--- config.mk ---
export PLATFORM = sky130hd
export DESIGN_NAME = ext_uart
export DESIGN_NICKNAME = d
export VERILOG_FILES = /design/src/rtl/ext_uart.sv
export SDC_FILE = /design/constraint.sdc
export NUM_CORES = 1
export LEC_CHECK = 0
export BUFFER_PORTS_ARGS = -buffer_cell sky130_fd_sc_hd__buf_2
export CAP_MARGIN = 20
export CELL_PAD_IN_SITES_DETAIL_PLACEMENT = 1
export CELL_PAD_IN_SITES_GLOBAL_PLACEMENT = 1
export CORE_UTILIZATION = 47
export DETAILED_ROUTE_END_ITERATION = 16
export PLACE_DENSITY_LB_ADDON = 0.1
export SKIP_LAST_GASP = 1
export SLEW_MARGIN = 20
export SYNTH_ARGS = -nofsm -noshare
export SYNTH_HDL_FRONTEND = slang
export SYNTH_SLANG_ARGS = --single-unit
--- constraint.sdc ---
create_clock -name clk -period 2.41 [get_ports clk]
set_clock_uncertainty 0.2 [all_clocks]
set_input_delay 0.3615 -clock clk [delete_from_list [all_inputs] [get_ports clk]]
set_output_delay 0.3615 -clock clk [all_outputs]
set_load 0.02 [all_outputs]
--- src/rtl/ext_uart.sv ---
// ext_uart: 8N1 UART bridge between the core EXT ports and the board serial pins.
// Latency: TX start bit on txd the cycle after cwre; RX byte in cd the cycle after the mid-stop sample.
// Backpressure: cbsy holds off writes for a full frame; an unread byte makes the next one drop and sets rx_ovr.
module ext_uart #(
  parameter int CLKS_PER_BIT = 868
) (
  input  logic       clk,
  input  logic       reset,
  input  logic       rxd,
  output logic       txd,
  output logic [7:0] cd,
  output logic       crda,
  input  logic       cack,
  input  logic [7:0] cq,
  input  logic       cwre,
  output logic       cbsy,
  output logic       rx_ovr,
  output logic       rx_ferr
);

  localparam int CW = (CLKS_PER_BIT > 1) ? $clog2(CLKS_PER_BIT) : 1;
  localparam logic [CW-1:0] LAST    = CW'(CLKS_PER_BIT - 1);
  // The falling-edge detect cycle is already the first low sample, so the
  // START counter reaches the bit midpoint one count early.
  localparam logic [CW-1:0] HALF_M1 = CW'(CLKS_PER_BIT / 2 - 1);

  typedef enum logic [1:0] {IDLE, START, DATA, STOP} st_t;

  // ---------------- transmitter ----------------
  st_t           tx_state, tx_next;
  logic [CW-1:0] tx_cnt;
  logic [2:0]    tx_idx;
  logic [7:0]    tx_shf;
  logic          tx_wrap;

  assign tx_wrap = (tx_cnt == LAST);

  // TX state register
  always_ff @(posedge clk or negedge reset) begin
    if (!reset) tx_state <= IDLE;
    else        tx_state <= tx_next;
  end

  // TX next-state: one bit period per state step, eight steps in DATA
  always_comb begin
    tx_next = tx_state;
    case (tx_state)
      IDLE:  if (cwre) tx_next = START;
      START: if (tx_wrap) tx_next = DATA;
      DATA:  if (tx_wrap && tx_idx == 3'd7) tx_next = STOP;
      STOP:  if (tx_wrap) tx_next = IDLE;
      default: tx_next = IDLE;
    endcase
  end

  // TX outputs decode straight from state, so reset forces txd high at once
  always_comb begin
    txd  = 1'b1;
    cbsy = (tx_state != IDLE);
    case (tx_state)
      START:   txd = 1'b0;
      DATA:    txd = tx_shf[0];
      default: txd = 1'b1;
    endcase
  end

  // TX bit timer, bit index and shift register (writes while busy are ignored)
  always_ff @(posedge clk or negedge reset) begin
    if (!reset) begin
      tx_cnt <= '0;
      tx_idx <= '0;
      tx_shf <= '0;
    end else if (tx_state == IDLE) begin
      tx_cnt <= '0;
      tx_idx <= '0;
      if (cwre) tx_shf <= cq;
    end else begin
      tx_cnt <= tx_wrap ? '0 : tx_cnt + 1'b1;
      if (tx_state == DATA && tx_wrap) begin
        tx_shf <= {1'b0, tx_shf[7:1]};
        tx_idx <= tx_idx + 1'b1;
      end
    end
  end

  // ---------------- receiver ----------------
  st_t           rx_state, rx_next;
  logic [CW-1:0] rx_cnt;
  logic [2:0]    rx_idx;
  logic [7:0]    rx_shf;
  logic          rx_s1, rx_s2, rx_prev;
  logic          rx_mid, stop_ok, stop_bad;

  // Two-flop synchroniser plus previous value for edge detection; idle high
  always_ff @(posedge clk or negedge reset) begin
    if (!reset) begin
      rx_s1   <= 1'b1;
      rx_s2   <= 1'b1;
      rx_prev <= 1'b1;
    end else begin
      rx_s1   <= rxd;
      rx_s2   <= rx_s1;
      rx_prev <= rx_s2;
    end
  end

  // RX state register
  always_ff @(posedge clk or negedge reset) begin
    if (!reset) rx_state <= IDLE;
    else        rx_state <= rx_next;
  end

  // RX next-state: START rejects glitches at the half-bit check
  always_comb begin
    rx_next = rx_state;
    case (rx_state)
      IDLE:  if (rx_prev && !rx_s2) rx_next = START;
      START: if (rx_mid) rx_next = rx_s2 ? IDLE : DATA;
      DATA:  if (rx_mid && rx_idx == 3'd7) rx_next = STOP;
      STOP:  if (rx_mid) rx_next = IDLE;
      default: rx_next = IDLE;
    endcase
  end

  // RX sample strobes: midpoint of the current bit and the stop-bit verdict
  always_comb begin
    rx_mid   = (rx_state == START) ? (rx_cnt == HALF_M1) : (rx_cnt == LAST);
    stop_ok  = (rx_state == STOP) && rx_mid && rx_s2;
    stop_bad = (rx_state == STOP) && rx_mid && !rx_s2;
  end

  // RX bit timer restarts at every sample point, so data samples stay mid-bit
  always_ff @(posedge clk or negedge reset) begin
    if (!reset) begin
      rx_cnt <= '0;
      rx_idx <= '0;
      rx_shf <= '0;
    end else if (rx_state == IDLE) begin
      rx_cnt <= '0;
      rx_idx <= '0;
    end else begin
      rx_cnt <= rx_mid ? '0 : rx_cnt + 1'b1;
      if (rx_state == DATA && rx_mid) begin
        rx_shf <= {rx_s2, rx_shf[7:1]};
        rx_idx <= rx_idx + 1'b1;
      end
    end
  end

  // Read port: deliver good bytes, flag overrun and framing errors
  always_ff @(posedge clk or negedge reset) begin
    if (!reset) begin
      cd      <= '0;
      crda    <= 1'b0;
      rx_ovr  <= 1'b0;
      rx_ferr <= 1'b0;
    end else begin
      rx_ferr <= stop_bad;
      if (stop_ok) begin
        // A cack in the same cycle frees the holding register for the new byte
        if (!crda || cack) begin
          cd   <= rx_shf;
          crda <= 1'b1;
        end else begin
          rx_ovr <= 1'b1;
        end
      end else if (cack) begin
        crda <= 1'b0;
      end
    end
  end

endmodule

## Yosys cells after proc, flatten, opt, wreduce, memory -nomap -nowiden

Index checks and enable logic that the tools add are counted.

| storage, ports and cells | value |
|---|---|
| register bits after elaboration | 60 |
| output and inout bits | 13 |

| operators by class | value |
|---|---|
| add/sub/neg operators | 4 |
| eq/ne operators | 20 |
| mux-type cells | 27 |
| bitwise operators | 2 |
| reductions and logical operators | 24 |

Operators by type and width:

| cell | count |
|---|---|
| 10-bit 2-to-1 mux | 4 |
| 8-bit 2-to-1 mux | 3 |
| 10-bit by 1-bit adder with 10-bit output (second input constant) | 2 |
| 10-bit equality test (second input constant) | 2 |
| 2-bit 2-to-1 mux | 9 |
| 2-bit inequality test (second input constant) | 8 |
| 2-bit case mux with 4 select lines | 2 |
| 3-bit 2-to-1 mux | 4 |
| 10-bit by 9-bit equality test with 1-bit output (second input constant) | 1 |
| 2-bit AND reduction | 5 |
| 2-bit equality test (second input constant) | 4 |
| 1-bit logical AND | 8 |
| 4-bit AND reduction | 2 |
| 2-bit nonzero test | 4 |
| 3-bit by 1-bit adder with 3-bit output (second input constant) | 2 |
| 3-bit equality test (second input constant) | 2 |
| 2-bit by 1-bit equality test with 1-bit output (second input constant) | 2 |
| 2-bit zero test | 2 |
| 1-bit 2-to-1 mux | 4 |
| 1-bit zero test | 2 |
| 2-bit by 1-bit inequality test with 1-bit output (second input constant) | 1 |
| 1-bit inverter | 2 |
| 1-bit case mux with 2 select lines | 1 |
| 1-bit logical OR | 1 |

## Depth between registers and ports, before layout

Gate-level depths: netlist of the first run.

| logic depth | value |
|---|---|
| depth after elaboration | 6 |
| depth in mapped cells | 7 |
| depth with buffers taken out | 5 |

## Least setup slack after synthesis of the first run

No wires, ideal clock.

| timing | value |
|---|---|
| path kind | register -> register |
| start | register tx_state[0] |
| end | register tx_shf[4] |
| data arrival time | 1.771 ns |
| required time | 2.085 ns |
| path slack | 0.314 ns |
| cell stages (with the launch flop) | 7 |
| buffers on the path | 2 |
| period minus slack after synthesis | 2.096 ns |
| path through | dfrtp_1 -> inv_1 -> ha_1 -> clkbuf_1 -> clkbuf_1 -> mux2_2 -> mux2_2 |

| between the ends | value |
|---|---|
| longest elaborated chain between the ends | 4 |
| elaborated cells between the ends (all ways) | 7 |
| those cells by class | 2 x eq/ne; 1 x mux; 4 x reduce/logical |

Ends and longest elaborated chain:

| element | RTL line | text |
|---|---|---|
| from (decl) | 30 | `st_t tx_state, tx_next;` |
| from (signal assigned) | 41 | `else tx_state <= tx_next;` |
| 2-bit equality test | 79 | `if (tx_state == DATA && tx_wrap) begin` |
| 1-bit logical AND | 79 |  |
| 2-bit nonzero test (no line) | -- |  |
| 2-bit AND reduction (no line) | -- |  |
| to (signal assigned) | 76 | `if (cwre) tx_shf <= cq;` |
| to (signal assigned) | 80 | `tx_shf <= {1'b0, tx_shf[7:1]};` |
| to (decl) | 33 | `logic [7:0] tx_shf;` |

Parallel ways exist; a longest one is shown, timed or not.
A chain may end at the register's enable or synchronous reset.

## Final worst setup path of the first run

| timing | value |
|---|---|
| start | register rx_cnt[2] |
| end | register cd[3] |

| between the ends | value |
|---|---|
| longest elaborated chain between the ends | 5 |
| elaborated cells between the ends (all ways) | 6 |
| those cells by class | 2 x eq/ne; 1 x mux; 3 x reduce/logical |

Ends and longest elaborated chain:

| element | RTL line | text |
|---|---|---|
| from (decl) | 88 | `logic [CW-1:0] rx_cnt;` |
| from (signal assigned) | 142 | `rx_cnt <= rx_mid ? '0 : rx_cnt + 1'b1;` |
| 10-bit equality test / 10-bit by 9-bit equality test with 1-bit output (equally long branches) | 127 | `rx_mid = (rx_state == START) ? (rx_cnt == HALF_M1) : (rx_cnt == LAST);` |
| 1-bit 2-to-1 mux * | 127 |  |
| 1-bit logical AND * (2 in a row) | 128 | `stop_ok = (rx_state == STOP) && rx_mid && rx_s2;` |
| 2-bit AND reduction (no line) * | -- |  |
| to (signal assigned) | 162 | `cd <= rx_shf;` |
| to (decl) | 11 | `output logic [7:0] cd,` |

Every way passes the cells marked *; elsewhere a longest branch is shown, timed or not.

==> impl_results.md, run 1 <==
- Final Instance Area: 3280 sq um
- Hold Path Class: in -> reg
- Worst hold path stage count: 3
- Register share of total power: 0.434
- Commonest non-fill, non-tap cell in the layout: dfrtp_1
- Setup crit end kind: register
- Grt total ovfl: 0
- Internal power: between 2 and 2.5 mW
- CP max FO: 8
- DR WL/cell: between 10 and 15 um
- P_sw: ~0.9 mW
- Placed inst area: about 3000 sq um
- Core box area: 5640 sq um
- Cell variety after synth: 40
- Pre-Repair DR Iteration Count: 4
- Final setup viols: 0
- Net Sw Frac: 0.298
- RSZ-0062 raised after global routing: false
- Layout area overhead: 17.1%
- Synthesized area: 2810 sq um
- Worst r2r path cells: 4
- Via-per-instance ratio: about 5.3
- Final net count: about 300
- Clk pwr share: 0.320
- H-tree depth: 3
- Final Slew Violations: 0
- Worst-case clock buffer depth: 2
- Post-DP HPWL: about 3600 um
- Vert. Die Dim: roughly 79 um
- Worst setup margin: 0.143 ns
- Die area: 6280 sq um
- PD cells: about 950 nW/um^2
- Fmax: around 440 MHz
- Most frequent cells in the layout: dfrtp_1 (57), nor2_1 (27), buf_2 (25), mux2_2 (24), nand2_1 (16)
- First-pass GRT wire length: ~9000 um
- Clock Latency Late Sink: approximately 0.33 ns
- Syn_nets: 260
- Min Tclk post-route: roughly 2.3 ns
- P_leak: 1.59 nW
- Vias post-DR: between 1500 and 2000
- Gate count of the mapped netlist: 237
- Number of clock sinks: 60
- CTS buffer count: 9
- Setup TNS: 0 ns
- DR iter-0 viols: 50
- Combinational share of power: 0.246
- Average size of a mapped cell: around 12 sq um
- Status: complete, no violations
- CTS root buf: clkbuf_8
- Vias in the first global route: around 1900
- Setup Crit Path Kind: reg -> reg
- Dpl ws: 0.147 ns
- Slew @ Worst Pin: 0.561 ns
- DR DRC count: 0
- Sequential area share after synthesis: 0.537
- Max-cap violations: 0
- Data required, critical path: approximately 2.4 ns
- Buffers on Ports: 25
- Top Ports: 26
- Starting Density: 0.497
- Crit path DAT: 2.28 ns
- Drt total wl: 5140 um
- Largest net degree at the start of global routing: 38
- Yosys Warn Count: 0
- Fin. Hold Viols: 0
- Site Rows: 27
- CTS tree: yes
- Synthesized flop and latch total: 60
- Final worst-path cycle share: 0.941
- RePlAce Congestion: 0.751
- Initial antenna violation count: 0
- Layout cells sized above 1: 0.317
- CP Launch Type: register
- Ant diodes: 0
- Post-DRT Antenna Nets: 0
- Rel. slew slack: 0.626
- Die width: between 70 and 80 um
- All-Layer GR Usage: 0.190
- Maximum vdd drop: approximately 0.00054 V
- Clock transition at path regs: roughly 0.07 ns
==> area by class of cell <==
type | count | area (sq um)
clock inverter | 6 | 87.6
tap | 72 | 90.1
fill | 606 | 2360
sequential | 60 | 1510
clock buffer | 10 | 138
timing repair buffer | 33 | 203
multi-input combinational | 162 | 1230
inverter | 7 | 26.3
==> layer usage <==
| layer | share of wire | up-vias | GRT usage |
|---|---|---|---|
| met2 | 0.48 | 24 | 0.298 |
| met5 | 0 | - | 0 |
| met4 | 0.019 | 0 | 0.104 |
| li1 | - | 890 | - |
| met3 | 0.024 | 8 | 0.0391 |
| met1 | 0.48 | 916 | 0.246 |
==> kinds of logic (layout without fill, tap and decap cells) <==
kind of cell	Yosys count	count (layout)	share of synthesized area
and+or+nand+nor	88	88	0.164
DFF	60	60	0.537
muxes	33	33	0.143
xor gates and xnor gates	17	17	0.0531
buffers and inverters	15	56	0.0232
AOI/OAI and AO/OA	14	14	0.0357
adders and majority gates	10	10	0.0446
==> state kept, by name, indices dropped and copies added, names as in the netlist, 2 cells and up, named ones only <==
signal,cells
rx_cnt,10
tx_cnt,10
cd,8
rx_shf,8
tx_shf,8
rx_idx,3
tx_idx,3
tx_state,2
==> power by group through the flow <==
stage / sequential, mW / combinational (mW) / clock [mW]
floorplan: 1.32 / 0.591 / 0
global placement: 1.36 / 0.751 / 0
detailed placement: 1.37 / 0.771 / 0
CTS: 1.35 / 0.778 / 1.02
global route: 1.38 / 0.865 / 1.06
finish: 1.35 / 0.765 / 0.996
==> Yosys cell counts (all sizes together) <==
| cell | instances | area [sq um] |
|---|---|---|
| nor4bb | 1 | 10.0 |
| nand3 | 13 | 65.1 |
| and4 | 1 | 8.76 |
| or3 | 1 | 6.26 |
| ha | 10 | 125 |
| or2 | 3 | 18.8 |
| o221a | 1 | 11.3 |
| o21bai | 1 | 7.51 |
| mux2i | 1 | 10.0 |
| nor3 | 3 | 15.0 |
| nand4 | 7 | 58.8 |
| inv | 7 | 26.3 |
| dfstp | 3 | 78.8 |
| nor2b | 3 | 18.8 |
| o311ai | 1 | 8.76 |
| o21a | 1 | 7.51 |
| a21oi | 3 | 15.0 |
| o21ai | 2 | 10.0 |
| and4bb | 1 | 12.5 |
| buf | 2 | 16.3 |
| nor4 | 2 | 12.5 |
| a21o | 1 | 7.51 |
| and2 | 3 | 18.8 |
| o211ai | 2 | 15.0 |
| o32a | 1 | 10.0 |
| a22oi | 1 | 7.51 |
| nor2 | 27 | 101 |
| and4b | 2 | 20.0 |
| or3b | 1 | 8.76 |
| xor2 | 10 | 87.6 |
| and3 | 2 | 12.5 |
| nand2 | 16 | 60.1 |
| nand2b | 2 | 12.5 |
| mux2 | 32 | 390 |
| clkbuf | 6 | 22.5 |
| dfrtp | 57 | 1430 |
| xnor2 | 7 | 61.3 |
==> final timing paths <==
check | start | to | slack (ns)
max | rx_cnt[2]$_DFF_PN0_ | cd[3]$_DFFE_PN0P_ | 0.14
min | cack | crda$_DFFE_PN0P_ | 0.13
max reg2reg | rx_cnt[2]$_DFF_PN0_ | cd[3]$_DFFE_PN0P_ | 0.14
min reg2reg | rx_s1$_DFF_PN1_ | rx_s2$_DFF_PN1_ | 0.16
max in group asynchronous | reset | rx_s2$_DFF_PN1_ | 0.99
min in group asynchronous | reset | tx_state[1]$_DFFE_PN0P_ | 0.37
==> what timing repair did <==
item                                   4_1_cts  5_1_grt
setup buffers                                0        0
endpoints found under the hold margin       23        0
resized for setup                            0        0
hold buffers                                 2        0
==> through the flow <==
| step | std cells | hold WS [ns] | power [mW] | util |
|---|---|---|---|---|
| final | 350 | 0.130 | 3.11 | 0.582 |
| after global routing | 350 | 0.136 | 3.31 | 0.582 |
| after CTS | 350 | 0.116 | 3.15 | 0.582 |
| after detailed placement | 332 | 0.149 | 2.14 | 0.539 |
| after global placement | 332 | 0.146 | 2.11 | 0.539 |
| after floorplan | 237 | -0.134 | 1.91 | - |
==> critical path, cell delays in order, from the launching register on <==
cell and delay [ns]:
dfrtp_1 0.44, and4bb_2 0.39, nand4_4 0.12, or3b_1 0.63, mux2_4 0.39
(Power assumes the default switching activity.)
==> run 2, diff against run 1 <==
--- a/config.mk
+++ b/config.mk
@@ -5,11 +5,13 @@
 export SDC_FILE = /design/constraint.sdc
 export NUM_CORES = 1
 export LEC_CHECK = 0
+export ABC_CLOCK_PERIOD_IN_PS = 2410
 export BUFFER_PORTS_ARGS = -buffer_cell sky130_fd_sc_hd__buf_2
 export CAP_MARGIN = 20
 export CELL_PAD_IN_SITES_DETAIL_PLACEMENT = 1
 export CELL_PAD_IN_SITES_GLOBAL_PLACEMENT = 1
-export CORE_UTILIZATION = 47
+export CORE_MARGIN = 8
+export CORE_UTILIZATION = 40
 export DETAILED_ROUTE_END_ITERATION = 16
 export PLACE_DENSITY_LB_ADDON = 0.1
 export SKIP_LAST_GASP = 1
==> impl_results.md, run 2 (synthesized netlist as in run 1, its figures left out) <==
- Final worst-path cycle share: 0.925 (was 0.941)
- All-Layer GR Usage: 0.121 (was 0.190)
- Crit path DAT: 2.25 ns (was 2.28 ns)
- Fin. Hold Viols: 0 (unchanged)
- H-tree depth: 3 (unchanged)
- Seq. cell area: 1510 sq um (unchanged)
- Data required, critical path: 2.43 ns (about the same)
- Worst-case clock buffer depth: 2 (unchanged)
- DR DRC count: 0 (unchanged)
- Min Tclk post-route: 2.23 ns (was 2.27 ns)
- Post-DRT Antenna Nets: 0 (unchanged)
- Setup TNS: 0 ns (unchanged)
- Clock Latency Late Sink: 0.34 ns (was 0.33 ns)
- Post-DP HPWL: 4010 um (was 3590 um)
- Top Ports: 26 (unchanged)
- Top flop regs: rx_cnt x10, tx_cnt x10 (unchanged)
- First-pass GRT wire length: 9480 um (was 8960 um)
- Grt total ovfl: 0 (unchanged)
- Post_cts resized: 0 (unchanged)
- Hold Path Class: in -> reg (unchanged)
- Final Slew Violations: 0 (unchanged)
- Rel. slew slack: 0.649 (was 0.626)
- Fmax: 449 MHz (was 441 MHz)
- CTS buffer count: 9 (unchanged)
- Max-cap violations: 0 (unchanged)
- RSZ-0062 raised after global routing: false (unchanged)
- Site Rows: 30 (was 27)
- Net Sw Frac: 0.328 (was 0.298)
- Buffers on Ports: 25 (unchanged)
- Commonest non-fill, non-tap cell in the layout: dfrtp_1 (unchanged)
- Layout area overhead: 17.2% (was 17.1%)
- P_sw: 0.957 mW (was 0.927 mW)
- Initial antenna violation count: 0 (unchanged)
- Core box area: 6790 sq um (was 5640 sq um)
- Largest net degree at the start of global routing: 32 (was 38)
- Post-CTS setup buffer count: 0 (unchanged)
- Starting Density: 0.413 (was 0.497)
- Final setup viols: 0 (unchanged)
- Die area: 9950 sq um (was 6280 sq um)
- Setup Crit Path Kind: reg -> reg (unchanged)
- Combinational share of power: 0.264 (was 0.246)
- Setup crit end kind: register (unchanged)
- RePlAce Congestion: 0.704 (was 0.751)
- P_leak: 1.59 nW (about the same)
- Status: complete, no violations (unchanged)
- CP Launch Type: register (unchanged)
- Most frequent cells in the layout: dfrtp_1 (57), nor2_1 (27), buf_2 (25), mux2_2 (24), nand2_1 (16) (unchanged)
- Final Instance Area: 3290 sq um (was 3280 sq um)
- Drt total wl: 5480 um (was 5140 um)
- Pre-Repair DR Iteration Count: 4 (unchanged)
- DR WL/cell: 14.5 um (was 14.7 um)
- Vias post-DR: 1869 (was 1838)
- DR iter-0 viols: 31 (was 50)
- CTS root buf: clkbuf_8 (unchanged)
- Slew @ Worst Pin: 0.527 ns (was 0.561 ns)
- Placed inst area: 3090 sq um (was 3040 sq um)
- PD cells: 886 nW/um^2 (was 948 nW/um^2)
- Internal power: 1.96 mW (was 2.19 mW)
- Vias in the first global route: 1955 (was 1866)
- Register share of total power: 0.463 (was 0.434)
- CTS tree: yes (unchanged)
- Via-per-instance ratio: 4.96 (was 5.25)
- Number of clock sinks: 60 (unchanged)
- Maximum vdd drop: 0.000386 V (was 0.000537 V)
- Final net count: 299 (was 296)
- Clock transition at path regs: 0.08 ns (was 0.07 ns)
- Layout cells sized above 1: 0.324 (was 0.317)
- Ant diodes: 0 (unchanged)
- Vert. Die Dim: 99.7 um (was 79.3 um)
- Die width: 99.7 um (was 79.3 um)
- CP max FO: 8 (unchanged)
- Multi-input gate area: 1230 sq um (unchanged)
- Clk pwr share: 0.273 (was 0.320)
- FILL cells: 732 (was 606)
==> run 2: cell types whose count changed in the layout (fill, tap and decap cells not counted), moves of 2 or more <==
cell | previous run | this run
clkinv_4 | 0 | 3
bufinv_16 | 2 | 0
clkinvlp_4 | 3 | 1
buf_4 | 5 | 8
==> run 2: worst paths after layout <==
path | startpoint | end | slack [ns] | cells after the start
max | rx_cnt[2]$_DFF_PN0_ | cd[6]$_DFFE_PN0P_ | 0.18 | 4
min | cack | crda$_DFFE_PN0P_ | 0.11 | 3
max reg2reg | rx_cnt[2]$_DFF_PN0_ | cd[6]$_DFFE_PN0P_ | 0.18 | 4
min reg2reg | rx_s1$_DFF_PN1_ | rx_s2$_DFF_PN1_ | 0.16 | 0
max in group asynchronous | reset | rx_prev$_DFF_PN1_ | 1.06 | 3
min in group asynchronous | reset | rx_idx[1]$_DFFE_PN0P_ | 0.33 | 2
==> run 2: what timing repair did <==
action / 4_1_cts / 5_1_grt
endpoints found under the setup margin: 0 / 0
endpoints found under the hold margin: 20 / 0
hold buffers: 2 / 0
==> run 2: cell type report <==
class	instances	area share
flip-flops and latches	60	0.458
multi-input cells	162	0.376
inverters	7	0.00799
repair buffers	36	0.0685
clock buffers	9	0.0377
clock inverters	7	0.0160
well taps	96	0.0365
==> run 2: stage by stage <==
stage,power [mW],utilization,hold slack (ns),cells,setup WS (ns)
floorplan,1.91,-,-0.134,237,0.314
global placement,2.12,0.455,0.146,359,0.217
detailed placement,2.15,0.455,0.149,359,0.166
CTS,2.98,0.484,0.102,377,0.168
global route,3.12,0.484,0.119,377,0.102
finish,2.91,0.484,0.112,377,0.181
==> run 2: routing by layer <==
layer,GRT usage,wire [um],vias to the layer above,part of all wire
met4,0.0698,109,0,0.020
met5,0,0,-,0
met1,0.149,2570,931,0.47
met2,0.184,2540,28,0.46
met3,0.0370,255,9,0.047
li1,-,-,901,-
==> run 2: critical path, stage by stage (launching register included) <==
cell and delay [ns]:
dfrtp_1 0.43, and4bb_2 0.38, nand4_4 0.11, or3b_1 0.62, mux2_4 0.38
==> run 2: power groups by stage <==
stage | combinational, mW | sequential (mW) | clock (mW)
2_1_floorplan | 0.591 | 1.32 | 0
6_report | 0.770 | 1.35 | 0.794
3_5_place_dp | 0.786 | 1.37 | 0
4_1_cts | 0.795 | 1.35 | 0.830
5_1_grt | 0.867 | 1.38 | 0.868
3_3_place_gp | 0.765 | 1.36 | 0
==> run 3, diff against run 2 <==
--- a/config.mk
+++ b/config.mk
@@ -10,6 +10,7 @@
 export CAP_MARGIN = 20
 export CELL_PAD_IN_SITES_DETAIL_PLACEMENT = 1
 export CELL_PAD_IN_SITES_GLOBAL_PLACEMENT = 1
+export CORE_ASPECT_RATIO = 1.75
 export CORE_MARGIN = 8
 export CORE_UTILIZATION = 40
 export DETAILED_ROUTE_END_ITERATION = 16
==> impl_results.md, run 3 (synthesized netlist as in run 1, its figures left out) <==
- Status: complete, no violations (unchanged)
- Final setup viols: 0 (unchanged)
- Site Rows: 40 (was 30)
- Final worst-path cycle share: 0.926 (was 0.925)
- Post_cts resized: 0 (unchanged)
- H-tree depth: 3 (unchanged)
- Core box area: 6860 sq um (was 6790 sq um)
- Worst R2R Start: rx_cnt[2]$_DFF_PN0_ (unchanged)
- Most frequent cells in the layout: dfrtp_1 (57), nor2_1 (27), buf_2 (25), mux2_2 (24), nand2_1 (16) (unchanged)
- Top Ports: 26 (unchanged)
- Number of clock sinks: 60 (unchanged)
- Setup TNS: 0 ns (unchanged)
- Final Slew Violations: 0 (unchanged)
- Multi-input gate area: 1230 sq um (unchanged)
- Reg2reg setup slack: 0.18 ns (about the same)
- Dpl ws: 0.166 ns (about the same)
- CP max FO: 8 (unchanged)
- Post-DRT Antenna Nets: 0 (unchanged)
- Power Total: 3.51 mW (was 2.91 mW)
- Grt total ovfl: 0 (unchanged)
- Drt total wl: 5950 um (was 5480 um)
- P_leak: 1.65 nW (was 1.59 nW)
- Worst Hold Slack: 0.153 ns (was 0.112 ns)
- Rel. slew slack: 0.532 (was 0.649)
- RSZ-0062 raised after global routing: false (unchanged)
- CTS buffer count: 9 (unchanged)
- Crit path DAT: 2.24 ns (was 2.25 ns)
- Fin. Hold Viols: 0 (unchanged)
- CP top delay family: simple AND/OR/NAND/NOR gates (unchanged)
- CTS tree: yes (unchanged)
- Die area: 10100 sq um (was 9950 sq um)
- DR DRC count: 0 (unchanged)
- Die width: 79.3 um (was 99.7 um)
- CTS root buf: clkbuf_16 (was clkbuf_8)
- Hold Path Class: reg -> reg (was in -> reg)
- Clock transition at path regs: 0.05 ns (was 0.08 ns)
- CP Launch Type: register (unchanged)
- Setup Crit Path Kind: reg -> reg (unchanged)
- Worst hold path stage count: 0 (was 3)
- Buffers on Ports: 25 (unchanged)
- Maximum vdd drop: 0.000541 V (was 0.000386 V)
- Slew @ Worst Pin: 0.702 ns (was 0.527 ns)
- Commonest non-fill, non-tap cell in the layout: dfrtp_1 (unchanged)
- DR iter-0 viols: 48 (was 31)
- Worst hold start: rx_s1$_DFF_PN1_ (was cack)
- Layout area overhead: 21.5% (was 17.2%)
- Ant diodes: 0 (unchanged)
- Vert. Die Dim: 127 um (was 99.7 um)
- Cell breakdown of the critical path: and4bb_2, nand4_4, or3b_1, mux2_4 (unchanged)
- CP Buf/Inv Count: 0 (unchanged)
- CP max-delay cell: or3b_1 (unchanged)
- First-pass GRT wire length: 10600 um (was 9480 um)
- Worst-case clock buffer depth: 2 (unchanged)
- RePlAce Congestion: 0.727 (was 0.704)
- Worst r2r path cells: 4 (unchanged)
- Final net count: 297 (was 299)
- Largest net degree at the start of global routing: 32 (unchanged)
- Seq. cell area: 1510 sq um (unchanged)
- Via-per-instance ratio: 5.15 (was 4.96)
- Min Tclk post-route: 2.23 ns (about the same)
- R2r endpoint: cd[7]$_DFFE_PN0P_ (was cd[6]$_DFFE_PN0P_)
- Layout cells sized above 1: 0.317 (was 0.324)
- Vias post-DR: 1865 (was 1869)
- Max-cap violations: 0 (unchanged)
- Initial antenna violation count: 0 (unchanged)
- DR WL/cell: 16.4 um (was 14.5 um)
- Fmax: 448 MHz (was 449 MHz)
- Top flop regs: rx_cnt x10, tx_cnt x10 (unchanged)
- Starting Density: 0.409 (was 0.413)
- Setup crit end kind: register (unchanged)
- PD cells: 1030 nW/um^2 (was 886 nW/um^2)
- Worst setup margin: 0.179 ns (was 0.181 ns)
- All-Layer GR Usage: 0.137 (was 0.121)
- Pre-Repair DR Iteration Count: 4 (unchanged)
- Hold endpoint: rx_s2$_DFF_PN1_ (was crda$_DFFE_PN0P_)
- Data required, critical path: 2.42 ns (was 2.43 ns)
- FILL cells: 729 (was 732)
- Critical path's largest stage delay: 0.62 ns (about the same)
- Vias in the first global route: 2100 (was 1955)
- Clock Latency Late Sink: 0.33 ns (was 0.34 ns)
- Post-DP HPWL: 4360 um (was 4010 um)
[run 3: cell types whose count changed in the layout (fill, tap and decap cells not counted), moves of 2 or more]
cell	delta
buf_4	-2
bufinv_16	+2
clkbuf_16	+9
clkbuf_8	-7
clkinv_4	-3
[run 3: repair_timing]
item,in CTS,in global routing
setup buffers,0,0
hold buffers,2,0
hold endpoints to repair,27,0
[run 3: how the worst max path moves through the flow]
stage / start / to / depth (start not counted)
final: rx_cnt[2]$_DFF_PN0_ / cd[7]$_DFFE_PN0P_ / 4
after global routing: tx_state[1]$_DFFE_PN0P_ / cbsy / 4
after CTS: tx_state[1]$_DFFE_PN0P_ / cbsy / 4
after detailed placement: rx_cnt[2]$_DFF_PN0_ / cd[6]$_DFFE_PN0P_ / 4
after global placement: rx_cnt[2]$_DFF_PN0_ / cd[3]$_DFFE_PN0P_ / 4
after floorplan: tx_state[0]$_DFFE_PN0P_ / tx_shf[4]$_DFFE_PN0P_ / 6
[run 3: report_power, final]
part           switching (mW)  total [mW]  internal (mW)
sequential              0.164        1.35           1.19
combinational           0.388       0.768          0.380
clock                   0.434        1.39          0.952
[run 3: stage by stage]
stage	std cells	utilization	instance area, sq um
2_1_floorplan	237	-	2810
3_3_place_gp	345	0.447	3060
3_5_place_dp	345	0.447	3060
4_1_cts	362	0.497	3410
5_1_grt	362	0.497	3410
6_report	362	0.497	3410
[run 3: final cells by class]
class	count	area share
sequential	60	0.442
multi-input combinational	162	0.362
clock buffer	11	0.0742
timing repair buffer	34	0.0617
tap	84	0.0308
clock inverter	4	0.0213
inverter	7	0.00771
[run 3: routing by layer]
layer	track usage	up-vias	share of wire
met3	0.0389	14	0.033
met2	0.239	26	0.56
met4	0.0834	0	0.030
met1	0.139	935	0.38
met5	0	-	0
li1	-	890	-
